<file path="src/rtl/count_sequencer.sv">
// Up/down count sequencer with pause, stop and autoreload.
// Limit and direction are captured at start; terminal count is flagged combinationally.
module count_sequencer (
    input  logic       clk,
    input  logic       rst,
    input  logic       start,
    input  logic       stop,
    input  logic       pause,
    input  logic       dir,
    input  logic [3:0] limit,
    input  logic       autoreload,
    output logic [3:0] cnt,
    output logic       busy,
    output logic       tc,
    output logic       done
);

    localparam logic [1:0] S_IDLE  = 2'd0;
    localparam logic [1:0] S_RUN   = 2'd1;
    localparam logic [1:0] S_PAUSE = 2'd2;
    localparam logic [1:0] S_DONE  = 2'd3;

    logic [1:0] r_state;
    logic [3:0] r_cnt;
    logic [3:0] r_limit;
    logic       r_dir;

    logic [3:0] w_term;
    logic [3:0] w_reload;
    logic [3:0] w_load;
    logic [3:0] w_step;
    logic       w_tc;

    // Up-count ends at the captured limit, down-count ends at zero.
    assign w_term   = r_dir ? 4'd0 : r_limit;
    assign w_reload = r_dir ? r_limit : 4'd0;
    assign w_load   = dir ? limit : 4'd0;
    assign w_step   = r_dir ? (r_cnt - 4'd1) : (r_cnt + 4'd1);

    assign w_tc = rst && (r_state == S_RUN) && (r_cnt == w_term)
                  && !stop && !pause;

    assign cnt  = r_cnt;
    assign tc   = w_tc;
    assign busy = (r_state == S_RUN) || (r_state == S_PAUSE);
    assign done = (r_state == S_DONE);

    always_ff @(posedge clk) begin
        if (!rst) begin
            r_state <= S_IDLE;
            r_cnt   <= 4'd0;
            r_dir   <= 1'b0;
            r_limit <= 4'd0;
        end else if (stop) begin
            r_state <= S_IDLE;
        end else begin
            case (r_state)
                S_IDLE, S_DONE: begin
                    if (start) begin
                        r_state <= S_RUN;
                        r_dir   <= dir;
                        r_limit <= limit;
                        r_cnt   <= w_load;
                    end else begin
                        r_state <= S_IDLE;
                    end
                end
                S_RUN: begin
                    if (pause) begin
                        r_state <= S_PAUSE;
                    end else if (w_tc) begin
                        if (autoreload) begin
                            r_cnt <= w_reload;
                        end else begin
                            r_state <= S_DONE;
                        end
                    end else begin
                        r_cnt <= w_step;
                    end
                end
                S_PAUSE: begin
                    // Leaving pause costs one edge; counting resumes after.
                    if (!pause) begin
                        r_state <= S_RUN;
                    end
                end
                default: begin
                    r_state <= S_IDLE;
                end
            endcase
        end
    end

endmodule

</file>
<file path="config.mk">
export PLATFORM = sky130hd
export DESIGN_NAME = count_sequencer
export DESIGN_NICKNAME = d
export VERILOG_FILES = /design/src/rtl/count_sequencer.sv
export SDC_FILE = /design/constraint.sdc
export NUM_CORES = 1
export LEC_CHECK = 0
export ABC_AREA = 1
export BUFFER_PORTS_ARGS = -buffer_cell sky130_fd_sc_hd__buf_2
export CAP_MARGIN = 20
export CORE_UTILIZATION = 45
export DETAILED_ROUTE_END_ITERATION = 7
export PLACE_DENSITY = 0.74
export SLEW_MARGIN = 5
export SYNTH_ARGS = -nofsm -noshare
export SYNTH_HDL_FRONTEND = slang
export SYNTH_SLANG_ARGS = --single-unit
</file>
<file path="constraint.sdc">
create_clock -name clk -period 1.6 [get_ports clk]
set_input_delay 0.32 -clock clk [delete_from_list [all_inputs] [get_ports clk]]
set_output_delay 0.32 -clock clk [all_outputs]
set_load 0.005 [all_outputs]
</file>
# Word level (Yosys, flattened, before mapping)
# Cells that the tools add are included.
# Widths: inputs -> output; s select.
[totals]
register_bits = 11
input_bits = 11
elab_cells = 47
[classes]
n_addsub = 2
n_eq_ne = 10
mux = 15
n_bitwise = 2
reduce_logical = 14
[ops]
columns = ["op", "count"]
rows = [
  ["$mux 4", 8],
  ["$ne 3x3->1 const B", 3],
  ["$mux 2", 4],
  ["$pmux 4 s2", 1],
  ["$ne 2x2->1 const B", 3],
  ["$pmux 2 s3", 1],
  ["$reduce_and 3->1", 2],
  ["$reduce_and 5->1", 1],
  ["$add 4x1->4 const B", 1],
  ["$eq 2x2->1 const B", 2],
  ["$eq 4x4->1", 1],
  ["$logic_and 1x1->1", 4],
  ["$reduce_or 2->1", 2],
  ["$sub 4x1->4 const B", 1],
  ["$eq 2x1->1 const B", 1],
  ["$logic_not 1->1", 2],
  ["$logic_not 2->1", 1],
  ["$not 1->1", 2],
  ["$reduce_bool 2->1", 1],
  ["$logic_or 1x1->1", 1],
  ["$mux 1", 1],
]

# Depth between registers and ports, before layout
[depth]
word_depth = 8
mapped_depth = 12

# Worst setup path after synthesis
# No wires, ideal clock.
[synth_timing]
kind = "register to register"
from = "register r_state[0]"
to = "register r_cnt[0] (netlist: cnt[0])"
setup_time_ps = 62
arrival_time_ps = 1596
required_ps = 1538
setup_slack_ps = -57
stages_incl_launch_ff = 10
period_less_slack_ps = 1657
path_cell_list = "dfxtp_1 -> inv_1 -> ha_1 -> inv_1 -> nor2_1 -> nor3_1 -> nand3_2 -> nand2_1 -> nand2_1 -> nor2_2"
[synth_between]
elab_chain_cells = 8
[synth_rtl]
columns = ["item", "line", "text"]
rows = [
  ["start: declaration", "23", "logic [1:0] r_state;"],
  ["start signal: assignment", "50", "r_state <= S_IDLE;"],
  ["start signal: assignment", "55", "r_state <= S_IDLE;"],
  ["start signal: assignment", "60", "r_state <= S_RUN;"],
  ["$eq 2x1->1", "40, 57", ""],
  ["$logic_and 1x1->1 (2 in series)", "40", "assign w_tc = rst && (r_state == S_RUN) && (r_cnt == w_term)"],
  ["$logic_and 1x1->1 (2 in series)", "41", "&& !stop && !pause;"],
  ["$mux 4", "71", "end else if (w_tc) begin"],
  ["$mux 4", "69", "if (pause) begin"],
  ["$pmux 4 s2", "57", "case (r_state)"],
  ["end signal: assignment", "63", "r_cnt <= w_load;"],
  ["end signal: assignment", "73", "r_cnt <= w_reload;"],
  ["end signal: assignment", "78", "r_cnt <= w_step;"],
  ["end: declaration", "24", "logic [3:0] r_cnt;"],
]
# Parallel ways exist; a longest one is shown, timed or not. The select of a mux whose other input is x is not followed.
# A chain may end at the register's enable or synchronous reset.

# Final worst setup path
[layout_timing]
from = "register r_dir"
to = "output tc"
[layout_between]
elab_chain_cells = 5
[layout_rtl]
columns = ["item", "line", "text"]
rows = [
  ["start: declaration", "26", "logic r_dir;"],
  ["start signal: assignment", "61", "r_dir <= dir;"],
  ["$mux 4", "35", "assign w_term = r_dir ? 4'd0 : r_limit;"],
  ["$eq 4x4->1", "40", ""],
  ["$logic_and 1x1->1", "40", ""],
  ["$logic_and 1x1->1 (2 in series)", "41", ""],
  ["end: declaration", "14", "output logic tc,"],
]
# No other way between the ends.

==> metrics.yaml <==
status:
  run_status: "finished, violations left"
  violations: "setup timing"
global_routing:
  grt_first_pass_wirelength_microns: 3970
  antenna_found_initial: 0
  grt_pass1_vias: 948
  track_usage_pct: 21.8
  grt_max_degree: 10
  grt-ovfl-total: 0
timing:
  tightestPinTransition_ns: 0.276
  relSlewSlack_pct: 81.6
  setup-violations-final: 1
  rsz0062_at_grt: "true"
  finalCritPeriodShare_pct: 101
  min_period_ns: 1.62
  fin_tns_setup_ns: -0.0206
  fin_ws_ns: -0.0206
  clock-skew-final_ns: 0.00856
  maxSlewViolCount: 0
  fmaxAchievable_ghz: 0.617
  hold_violations: 0
hold_path:
  hold_path_depth: 3
  hp-start: "limit[3]"
  hold_end: "r_limit[3]$_SDFFE_PN0P_"
  hold_class: "in -> reg"
placement:
  dpl.hpwl_microns: 1730
  dp.cells: 195
  io_buffers: 17
  place_congestion: 0.818
  pre_cts_ws_ns: -0.0400
power_and_ir_drop:
  ir_drop_mv: 0.646
  finalPower_uw: 881
  leakage_nw: 0.633
  power_density_mw_per_mm2: 661
clocking:
  clk_pin_slew_ns: 0.08
  cts_root_buf: "clkbuf_4"
  clock_latency_ns: 0.28
  cts_tree: "yes"
  htree_levels: 1
  cts_sinks: 11
  cts_inserted_buffers: 3
  clockBufferDepth: 2
logic_synthesis:
  syn_nets: 163
  synth_cells: 144
  syn_area_per_cell_sq_um: 6.71
  ys_ff_latch: 11
  synth_cell_type_count: 22
  syn_area_sq_um: 966
  synth_warnings: 0
  yosysSeqAreaShare_pct: 22.8
worst_setup_path:
  crit_chain: "inv_8 -> nand2_2 -> nand2_2 -> nand3_4 -> nor2_8 -> nand3_4 -> inv_2 -> buf_2"
  cp-end-kind: "output port"
  worst-path-max-fanout: 5
  critPathTopFamily: "simple AND/OR/NAND/NOR gates"
  cpPeakStageDelay_ns: 0.39
  cp_num_cells: 8
  required_ns: 1.28
  slowest_stage: "dfxtp_4"
  crit_arrival_ns: 1.30
  rrSetupSlack_ns: 0.06
  reg2reg_from: "r_state[1]$_SDFFE_PP0P_"
  rr_endpoint: "cnt[0]$_SDFFE_PN0P_"
  cp_num_buf_inv: 3
  critPathLaunchType: "flop"
  rr_worst_depth: 10
  path_class: "reg -> out"
layout:
  final_cell_count_no_fill: 207
  synthToLayoutAreaGrowth_pct: 38.0
  layout_commonest_cell: "nand2_1"
  n_fill_cell: 165
  mostFrequentLayoutCells: "29 x nand2_1, 20 x nor2_1, 17 x buf_2"
  drive_gt1_share_pct: 43.3
  nets: 200
  num_antenna_cells: 0
  utilization_pct: 67.2
route:
  post-route-drc-count: 0
  wl_per_cell_microns: 11.7
  vias: 1051
  antenna_left: 0
  drtPass1Iterations: 4
  first_iter_violations: 18
  drt-total-wl_microns: 2430
  via_per_inst: 5.08
floorplanning:
  start_util_pct: 48.7
  row_count: 16
  die_h_microns: 48.3
  die_w_microns: 48.3
  fp.dieArea_sq_mm: 0.00234
  core_sq_mm: 0.00198
  num_io_pins: 18
run:
  maxCapViolCount: 0
[what timing repair did]
item / in CTS / in global routing
pin swaps: 5 / 9
buffers inserted: 7 / 1
endpoints found under the setup margin: 6 / 9
cloned: 1 / 0
hold buffers: 0 / 0
resized for setup: 11 / 23
[sequential cells by signal, indices dropped and copies added, names as in the netlist]
name	cells
r_dir	1
r_limit	4
r_state	2
cnt	4
[Yosys cell counts (all sizes together)]
cell type | count | area [sq um]
xor2 | 2 | 17.5
nor2 | 29 | 150
o21ai | 7 | 35.0
inv | 19 | 78.8
nand2 | 36 | 135
nand4 | 9 | 62.6
buf | 2 | 22.5
fa | 1 | 20.0
nand3 | 13 | 92.6
xnor2 | 1 | 8.76
a21oi | 4 | 20.0
ha | 7 | 87.6
dfxtp | 11 | 220
nor3 | 3 | 15.0
[routing by layer]
metal	GRT usage (%)	part of all wire [%]
met5	0	0
met4	11.8	2.9
met3	1.89	4.0
met2	36.6	48
met1	27.6	45
[metrics by stage]
| step | instance area [sq um] | hold WS, ns |
|---|---|---|
| 3_3_place_gp | 1150 | 0.555 |
| 4_1_cts | 1240 | 0.282 |
| 3_5_place_dp | 1150 | 0.575 |
| 2_1_floorplan | 971 | 0.455 |
| 5_1_grt | 1330 | 0.306 |
| 6_report | 1330 | 0.290 |
[worst max path at each step]
stage,from,to,slack [ns]
floorplan,r_state[0]$_SDFFE_PP0P_,r_dir$_SDFFE_PN0P_,0.08
global placement,r_state[0]$_SDFFE_PP0P_,cnt[0]$_SDFFE_PN0P_,0.02
detailed placement,r_state[0]$_SDFFE_PP0P_,cnt[0]$_SDFFE_PN0P_,-0.04
CTS,r_dir$_SDFFE_PN0P_,tc,-0.04
global route,r_limit[1]$_SDFFE_PN0P_,tc,-0.09
finish,r_dir$_SDFFE_PN0P_,tc,-0.02
[tightest hold or removal path, cell delays in order]
cell    delay (ns)
buf_2         0.09
nor2_1        0.04
nor2_1        0.08
[area by class of cell]
class	instances	area, sq um	share of cell area, %
clock buffers	4	26.3	1.97
inverters	19	78.8	5.92
multi-input cells	112	744	55.9
flip-flops and latches	11	238	17.8
well taps	27	33.8	2.54
repair buffers	33	205	15.4
repair inverters	1	6.26	0.469
[power breakdown]
group | leakage [nW] | switching [mW] | internal [mW] | total, mW
registers | 0.0945 | 0.0368 | 0.298 | 0.335
clock network | 0.0150 | 0.100 | 0.0968 | 0.197
logic | 0.523 | 0.192 | 0.157 | 0.349
total | 0.633 | 0.328 | 0.552 | 0.881
[cells by family after synthesis]
family          count (synthesis)  synth area share, %
fa+ha+maj                       8                 11.1
flops                          11                 22.8
xor+xnor                        3                 2.72
buf+inv                        21                 10.5
compound gates                 11                 5.70
simple gates                   90                 47.1
Power figures use the tool's default switching activity.
